### src/rtl/vlsu_axi_req_sched.sv
// VLSU address-channel scheduler: round-robin load/store arbitration onto one
// issue slot driving AXI AR/AW, with per-direction outstanding-burst credits.
module vlsu_axi_req_sched #(
    parameter int unsigned AxiAddrWidth = 64,
    parameter int unsigned MaxLdBursts  = 8,
    parameter int unsigned MaxStBursts  = 8,
    parameter int unsigned CntW         =
        $clog2(((MaxLdBursts > MaxStBursts) ? MaxLdBursts : MaxStBursts) + 1)
) (
    input  logic                    clk_i,
    input  logic                    rst_i,
    input  logic                    ld_req_valid_i,
    output logic                    ld_req_ready_o,
    input  logic [AxiAddrWidth-1:0] ld_req_addr_i,
    input  logic [7:0]              ld_req_len_i,
    input  logic                    st_req_valid_i,
    output logic                    st_req_ready_o,
    input  logic [AxiAddrWidth-1:0] st_req_addr_i,
    input  logic [7:0]              st_req_len_i,
    output logic                    ar_valid_o,
    input  logic                    ar_ready_i,
    output logic [AxiAddrWidth-1:0] ar_addr_o,
    output logic [7:0]              ar_len_o,
    output logic                    aw_valid_o,
    input  logic                    aw_ready_i,
    output logic [AxiAddrWidth-1:0] aw_addr_o,
    output logic [7:0]              aw_len_o,
    input  logic                    r_last_hs_i,
    input  logic                    b_hs_i,
    input  logic                    core_st_pending_i,
    output logic [CntW-1:0]         ld_outstanding_o,
    output logic [CntW-1:0]         st_outstanding_o,
    output logic                    store_pending_o,
    output logic                    idle_o
);

    typedef enum logic [1:0] {
        IDLE,
        AR_ISSUE,
        AW_ISSUE
    } state_e;

    typedef enum logic {
        SIDE_LD,
        SIDE_ST
    } side_e;

    state_e                  state_q;
    side_e                   rr_last_q;
    logic [AxiAddrWidth-1:0] slot_addr_q;
    logic [7:0]              slot_len_q;
    logic                    ar_valid_q;
    logic                    aw_valid_q;
    logic [CntW-1:0]         ld_cnt_q;
    logic [CntW-1:0]         st_cnt_q;
    logic [CntW-1:0]         ld_cnt_d;
    logic [CntW-1:0]         st_cnt_d;

    logic ld_elig;
    logic st_elig;
    logic ld_grant;
    logic st_grant;
    logic ar_hs;
    logic aw_hs;

    always_comb begin
        ld_elig  = (state_q == IDLE) && ld_req_valid_i && !core_st_pending_i
                   && (ld_cnt_q < CntW'(MaxLdBursts));
        st_elig  = (state_q == IDLE) && st_req_valid_i
                   && (st_cnt_q < CntW'(MaxStBursts));
        // On a tie the side that did not win last time goes first.
        ld_grant = ld_elig && (!st_elig || (rr_last_q == SIDE_ST));
        st_grant = st_elig && !ld_grant;
        ar_hs    = ar_valid_q && ar_ready_i;
        aw_hs    = aw_valid_q && aw_ready_i;
    end

    // A retire at zero is dropped so the counter cannot wrap.
    always_comb begin
        ld_cnt_d = ld_cnt_q;
        unique case ({ar_hs, r_last_hs_i})
            2'b10:   ld_cnt_d = ld_cnt_q + CntW'(1);
            2'b01:   ld_cnt_d = (ld_cnt_q != '0) ? ld_cnt_q - CntW'(1) : ld_cnt_q;
            default: ld_cnt_d = ld_cnt_q;
        endcase
        st_cnt_d = st_cnt_q;
        unique case ({aw_hs, b_hs_i})
            2'b10:   st_cnt_d = st_cnt_q + CntW'(1);
            2'b01:   st_cnt_d = (st_cnt_q != '0) ? st_cnt_q - CntW'(1) : st_cnt_q;
            default: st_cnt_d = st_cnt_q;
        endcase
    end

    always_ff @(posedge clk_i) begin
        if (rst_i) begin
            state_q     <= IDLE;
            rr_last_q   <= SIDE_ST;
            slot_addr_q <= '0;
            slot_len_q  <= '0;
            ar_valid_q  <= 1'b0;
            aw_valid_q  <= 1'b0;
            ld_cnt_q    <= '0;
            st_cnt_q    <= '0;
        end else begin
            ld_cnt_q <= ld_cnt_d;
            st_cnt_q <= st_cnt_d;
            unique case (state_q)
                IDLE: begin
                    if (ld_grant) begin
                        state_q     <= AR_ISSUE;
                        rr_last_q   <= SIDE_LD;
                        slot_addr_q <= ld_req_addr_i;
                        slot_len_q  <= ld_req_len_i;
                        ar_valid_q  <= 1'b1;
                    end else if (st_grant) begin
                        state_q     <= AW_ISSUE;
                        rr_last_q   <= SIDE_ST;
                        slot_addr_q <= st_req_addr_i;
                        slot_len_q  <= st_req_len_i;
                        aw_valid_q  <= 1'b1;
                    end
                end
                AR_ISSUE: begin
                    if (ar_ready_i) begin
                        state_q    <= IDLE;
                        ar_valid_q <= 1'b0;
                    end
                end
                AW_ISSUE: begin
                    if (aw_ready_i) begin
                        state_q    <= IDLE;
                        aw_valid_q <= 1'b0;
                    end
                end
                default: begin
                    state_q    <= IDLE;
                    ar_valid_q <= 1'b0;
                    aw_valid_q <= 1'b0;
                end
            endcase
        end
    end

    assign ld_req_ready_o   = ld_grant;
    assign st_req_ready_o   = st_grant;
    assign ar_valid_o       = ar_valid_q;
    assign aw_valid_o       = aw_valid_q;
    assign ar_addr_o        = slot_addr_q;
    assign ar_len_o         = slot_len_q;
    assign aw_addr_o        = slot_addr_q;
    assign aw_len_o         = slot_len_q;
    assign ld_outstanding_o = ld_cnt_q;
    assign st_outstanding_o = st_cnt_q;
    assign store_pending_o  = st_req_valid_i || (state_q == AW_ISSUE) || (st_cnt_q != '0);
    assign idle_o           = (state_q == IDLE) && (ld_cnt_q == '0) && (st_cnt_q == '0);

`ifndef SYNTHESIS
    ld_retire_underflow: assert property (@(posedge clk_i) disable iff (rst_i)
        !(r_last_hs_i && !ar_hs && (ld_cnt_q == '0)));
    st_retire_underflow: assert property (@(posedge clk_i) disable iff (rst_i)
        !(b_hs_i && !aw_hs && (st_cnt_q == '0)));
    ar_aw_exclusive: assert property (@(posedge clk_i) disable iff (rst_i)
        !(ar_valid_q && aw_valid_q));
`endif

endmodule

### config.mk
export PLATFORM = sky130hd
export DESIGN_NAME = vlsu_axi_req_sched
export DESIGN_NICKNAME = d
export VERILOG_FILES = /design/src/rtl/vlsu_axi_req_sched.sv
export SDC_FILE = /design/constraint.sdc
export NUM_CORES = 1
export LEC_CHECK = 0
export CELL_PAD_IN_SITES_DETAIL_PLACEMENT = 0
export CELL_PAD_IN_SITES_GLOBAL_PLACEMENT = 1
export CORE_MARGIN = 5
export CORE_UTILIZATION = 24
export CTS_BUF_LIST = sky130_fd_sc_hd__clkbuf_4 sky130_fd_sc_hd__clkbuf_8
export CTS_CLUSTER_DIAMETER = 150
export DETAILED_ROUTE_END_ITERATION = 7
export PLACE_DENSITY_LB_ADDON = 0.1
export RECOVER_POWER = 100
export SLEW_MARGIN = 15
export SYNTH_ARGS = -nofsm -noshare
export SYNTH_HDL_FRONTEND = slang
export SYNTH_SLANG_ARGS = --single-unit
### constraint.sdc
create_clock -name clk_i -period 2.17 [get_ports clk_i]
set_input_delay 0.434 -clock clk_i [delete_from_list [all_inputs] [get_ports clk_i]]
set_output_delay 0.434 -clock clk_i [all_outputs]
set_load 0.05 [all_outputs]
Word level (Yosys, flattened, before mapping)
Index checks and enable logic that the tools add are counted.
- reductions and logical operators: 31
- multiplexer cells: 21
- bitwise operators: 2
- $lt $le $gt $ge: 2
- eq/ne operators: 14
- $add $sub $neg: 4
- operators by type and width (kind ; number):
    64-bit two-way mux ; 2
    8-bit two-way mux ; 2
    4-bit one-hot mux with 2 select lines ; 2
    2-bit inequality test, second input constant ; 7
    1-bit logical AND ; 11
    4-bit by 1-bit adder with 4-bit output, second input constant ; 2
    4-bit logical NOT ; 2
    4-bit less-than comparator, second input constant ; 2
    2-bit two-way mux ; 4
    4-bit two-way mux ; 2
    4-bit nonzero test ; 2
    4-bit by 1-bit subtractor with 4-bit output, second input constant ; 2
    2-bit by 1-bit == test with 1-bit output, second input constant ; 3
    2-bit == test, second input constant ; 3
    1-bit two-way mux ; 6
    1-bit one-hot mux with 3 select lines ; 2
    2-bit one-hot mux with 3 select lines ; 1
    2-bit AND reduction ; 3
    3-bit AND reduction ; 2
    2-bit nonzero test ; 3
    4-bit AND reduction ; 1
    1-bit logical NOT ; 3
    1-bit logical OR ; 3
    3-bit inequality test, second input constant ; 1
    other kinds (2) ; 3
- output and inout bits: 158
- word-level logic and storage cells: 82
- bits of input ports: 153
- bits in registers: 85

Longest topological paths before layout
- depth in word-level cells: 11
- gate-level depth with buffers: 7
- mapped depth without buffers: 7

Least setup slack after synthesis
No wires, ideal clock.
- path kind: reg-to-reg
- start point: register ar_valid_q (netlist: ar_valid_o)
- end point: register ld_cnt_q[3] (netlist: ld_outstanding_o[3])
- setup slack: 0.065 ns
- arrival time: 1.984 ns
- period minus slack after synthesis: 2.105 ns
- buffers on the path: 0
- setup time: 0.121 ns
- stages on the path, launching flop included: 8
- required time: 2.049 ns
- cells stage by stage: dfxtp_1 -> a21bo_2 -> inv_1 -> ha_1 -> a21oi_1 -> a21oi_1 -> a31oi_1 -> mux2_2
- word-level cells in the longest chain between the ends: 4
- elaborated cells on any way between the ends: 7
- classes of those cells: 3 x eq/ne; 1 x mux; 3 x reduce/logical
- RTL lines (element ; RTL line ; source):
    start, declared ; 52 ; logic ar_valid_q;
    start signal, assigned ; 100 ; ar_valid_q <= 1'b0;
    start signal, assigned ; 114 ; ar_valid_q <= 1'b1;
    start signal, assigned ; 126 ; ar_valid_q <= 1'b0;
    1-bit logical AND * ; 74 ; ar_hs = ar_valid_q && ar_ready_i;
    2-bit by 1-bit == test with 1-bit output / 2-bit == test (equally long branches) ; 81 ; unique case ({ar_hs, r_last_hs_i})
    2-bit inequality test (no source line) / 2-bit nonzero test (equally long branches) ; n/a ;
    2-bit AND reduction (no source line) ; n/a ;
    end signal, assigned ; 105 ; ld_cnt_q <= ld_cnt_d;
    end, declared ; 54 ; logic [CntW-1:0] ld_cnt_q;
Mark *: on every way between the ends. The rest lies on a longest branch, timed or not.
A chain may end at the register's enable or synchronous reset.

Final worst setup path
- start point: input b_hs_i
- end point: register st_cnt_q[3] (netlist: st_outstanding_o[3])
- word-level cells in the longest chain between the ends: 3
- elaborated cells on any way between the ends: 6
- classes of those cells: 3 x eq/ne; 1 x mux; 2 x reduce/logical
- RTL lines (element ; RTL line ; source):
    start, declared ; 29 ; input logic b_hs_i,
    2-bit by 1-bit == test with 1-bit output / 2-bit == test (equally long branches) ; 87 ; unique case ({aw_hs, b_hs_i})
    2-bit inequality test (no source line) / 2-bit nonzero test (equally long branches) ; n/a ;
    2-bit AND reduction (no source line) ; n/a ;
    end signal, assigned ; 106 ; st_cnt_q <= st_cnt_d;
    end, declared ; 55 ; logic [CntW-1:0] st_cnt_q;
Several ways; a longest one is shown, not always the timed one.

==> results.sh <==
export IMPL_max_clock_freq_mhz=473
export IMPL_rr_worst_depth=6
export IMPL_max_cap_violations=0
export IMPL_number_of_buffers_created_by_cts=9
export IMPL_ctsLongestPathBuffers=2
export IMPL_grt_setup_unrepaired="false"
export IMPL_clock_skew_ns=0.00867
export IMPL_tritoncts_clock_tree="built"
export IMPL_crit_path_max_fanout=3
export IMPL_slew_viol_final=0
export IMPL_global_route_overflow_total=0
export IMPL_layout_min_cycle_time_ns=2.11
export IMPL_buffers_inverters_on_critical_path=2
export IMPL_final_common_cell="sky130_fd_sc_hd__clkdlybuf4s50_1"
export IMPL_grt_total_usage_pct=15.8
export IMPL_cpMaxStageDelayCell="sky130_fd_sc_hd__dlygate4sd3_1"
export IMPL_initial_core_util_pct=24.6
export IMPL_timing_critical_path_cells="dlygate4sd3_1, a21bo_2, inv_1, ha_1, a21oi_1, a21oi_1, a31oi_1, mux2_2"
export IMPL_clock_latency_ns=0.36
export IMPL_mostFrequentLayoutCells="sky130_fd_sc_hd__clkdlybuf4s50_1, sky130_fd_sc_hd__nand2_1, sky130_fd_sc_hd__dlygate4sd3_1, sky130_fd_sc_hd__dfxtp_1, sky130_fd_sc_hd__nor2_1"
export IMPL_slowest_delay_ns=0.54
export IMPL_min_from="ar_len_o[3]"
export IMPL_mean_syn_cell_area_um2=7.90
export IMPL_placed_cells_incl_taps=1023
export IMPL_place_gp_congestion=0.828
export IMPL_power_consumption_w=0.0100
export IMPL_antenna_cells_inserted=0
export IMPL_power_ir_vdd_worst_mv=0.583
export IMPL_route_vias_total=4746
export IMPL_synth_area_um2=4450
export IMPL_seq_area_frac_synth_pct=38.3
export IMPL_hold_endpoint="ar_len_o[3]"
export IMPL_finalNonFillerCells=1039
export IMPL_areaGrowthSynthToFinish_pct=70.4
export IMPL_synth_edff_count=0
export IMPL_antenna_left=0
export IMPL_timing_final_hold_violations=0
export IMPL_critPathMostFrequentCell="sky130_fd_sc_hd__a21oi_1"
export IMPL_synthCells=563
export IMPL_timing_critical_path_from_type="input pin"
export IMPL_yosys_cell_types=34
export IMPL_syn_num_nets=722
export IMPL_reg2reg_to="ar_addr_o[2]"
export IMPL_first_pass_iters=4
export IMPL_status="finished, final reports clean"
export IMPL_ys_warnings_count=0
export IMPL_reg2reg_from="st_outstanding_o[3]"
export IMPL_die_area_um2=21300
export IMPL_die_height_um=146
export IMPL_slew_limit_headroom_pct=54.8
export IMPL_die_x_um=146
export IMPL_report_final_setup_viol=0
export IMPL_drt_vias_per_instance=4.57
export IMPL_post_drt_wl_per_cell_um=17.0
export IMPL_postLayoutCoreUtil_pct=41.9
export IMPL_ys_ff_latch=85
export IMPL_timing_setup_critical_path_class="input pin to flop"
export IMPL_worst_ep_required_time_ns=2.42
export IMPL_num_rows=49
export IMPL_maximum_number_of_pins_on_one_net_before_global_route_repair=66
export IMPL_remaining_drc_errors=0
export IMPL_synth_top_flop_cell="sky130_fd_sc_hd__dfxtp_1"
export IMPL_end_kind="flop"
export IMPL_final_period_utilization_pct=97.4
export IMPL_regToRegSetupSlack_ns=0.15
export IMPL_cts_hold_fix_buffers=0
export IMPL_power_per_cell_area_nw_per_um2=1320
export IMPL_fin_setup_tns_ns=0
export IMPL_routed_wl_mm=17.7
export IMPL_critPathArrivalTime_ns=2.36
export IMPL_final_critical_path_setup_slack_ns=0.0564
export IMPL_hold_path_class="flop to flop"
export IMPL_worst_pin_slew_ns=0.678
export IMPL_cts_root_buf="sky130_fd_sc_hd__clkbuf_8"
export IMPL_number_of_top_level_pins=311
export IMPL_clk_pin_slew_worst_paths_ns=0.09
export IMPL_design_final_nets=965
export IMPL_starting_drt_drc_count=152
export IMPL_vias_in_the_first_global_route=4919
export IMPL_hold_path_depth=2
export IMPL_clock_tree_htree_level_count=3
export IMPL_hpwlAfterDp_mm=13.6
export IMPL_port_buffers=310
export IMPL_cpLargestDelayFamily="compound AO/OA/AOI/OAI gates"
export IMPL_leakage_nw=3.16
export IMPL_antenna_found_initial=0
export IMPL_fp_coreArea_um2=18100
export IMPL_placement_setup_worst_slack_ns=-0.213
export IMPL_synth_async_reset_ratio_pct=0
export IMPL_cts_num_sinks=85
export IMPL_post_route_cells_drive_above_1_share_pct=7.90
export IMPL_global_route_wire_length_before_repair_mm=27.0
-- where the power goes --
group	leakage (nW)	internal (W)	switching (W)
clock	0.0935	0.000477	0.000563
combinational	2.36	0.00215	0.00438
sequential	0.705	0.00202	0.000417
-- layout make-up --
type,count,area [µm²]
Multi-Input combinational cell,355,1950
Sequential cell,85,1700
Inverter,11,43.8
Clock buffer,13,160
Clock inverter,2,10.0
Timing Repair Buffer,344,3420
Fill cell,1807,10500
Tap cell,229,287
-- through the flow --
step	hold WS, ns	instance area [µm²]
after floorplan	0.489	4450
after global placement	0.502	7480
after detailed placement	0.511	7480
after CTS	0.523	7670
after global routing	0.537	7570
final	0.511	7570
-- how the worst max path moves through the flow --
stage / depth (start not counted) / slack (ns) / to / startpoint
6_report: 8 / 0.06 / st_outstanding_o[3] / b_hs_i
4_1_cts: 5 / 0.02 / ld_req_ready_o / ld_req_valid_i
3_5_place_dp: 8 / -0.21 / st_outstanding_o[3] / b_hs_i
5_1_grt: 6 / 0.009 / ar_addr_o[2] / st_outstanding_o[3]
2_1_floorplan: 7 / 0.06 / ld_outstanding_o[3] / ar_valid_o
3_3_place_gp: 8 / -0.15 / st_outstanding_o[3] / b_hs_i
-- cells in the mapped netlist, drive strengths merged (2+ instances only) --
cell    number  share of area (%)
a21bo        2               0.45
fa           2               0.90
nor2b        3               0.42
a31oi       34                4.8
mux2         2               0.51
a311oi      40                9.3
mux2i        2               0.45
and3         2               0.28
inv         11               0.93
ha           4                1.1
o21ai       37                4.2
nand3b       2               0.34
clkbuf      13                1.1
dfxtp       85                 38
a211oi       2               0.34
nor2        51                4.4
xnor2        4               0.79
nand2      146                 12
nor4         2               0.28
nand3        5               0.68
buf         99                 16
a21oi        9                1.0
-- tightest hold or removal path, cell delays in order (launching register included) --
cell and delay (ns):
sky130_fd_sc_hd__dfxtp_1 0.32, sky130_fd_sc_hd__nor2_1 0.10, sky130_fd_sc_hd__a311oi_1 0.05
-- timing repair --
item | 4_1_cts | 5_1_grt
endpoints found under the setup margin | 2 | 2
pin swaps | 0 | 0
buffers inserted | 1 | 0
endpoints found under the hold margin | 0 | 0
gates resized for setup | 6 | 2
-- sequential cells by signal, indices dropped and copies added, names as in the netlist --
| register | count |
|---|---|
| ar_len_o | 8 |
| ar_valid_o | 1 |
| aw_valid_o | 1 |
| ld_outstanding_o | 4 |
| ar_addr_o | 64 |
| rr_last_q | 1 |
| state_q | 2 |
| st_outstanding_o | 4 |
-- cells by family after synthesis --
family	after synthesis	synth area share, %
flops	85	38.3
simple gates	214	19.3
buf+inv	123	18.0
xor+xnor	4	0.788
compound gates	127	20.7
fa+ha+maj	6	2.03
mux	4	0.957
-- routing by layer --
| layer | track usage (%) | wire [µm] |
|---|---|---|
| met5 | 0 | 0 |
| met4 | 5.32 | 340 |
| met3 | 4.31 | 1230 |
| met2 | 28.5 | 8910 |
| met1 | 18.1 | 7210 |
Note: power is estimated with default switching activity, not from simulation.
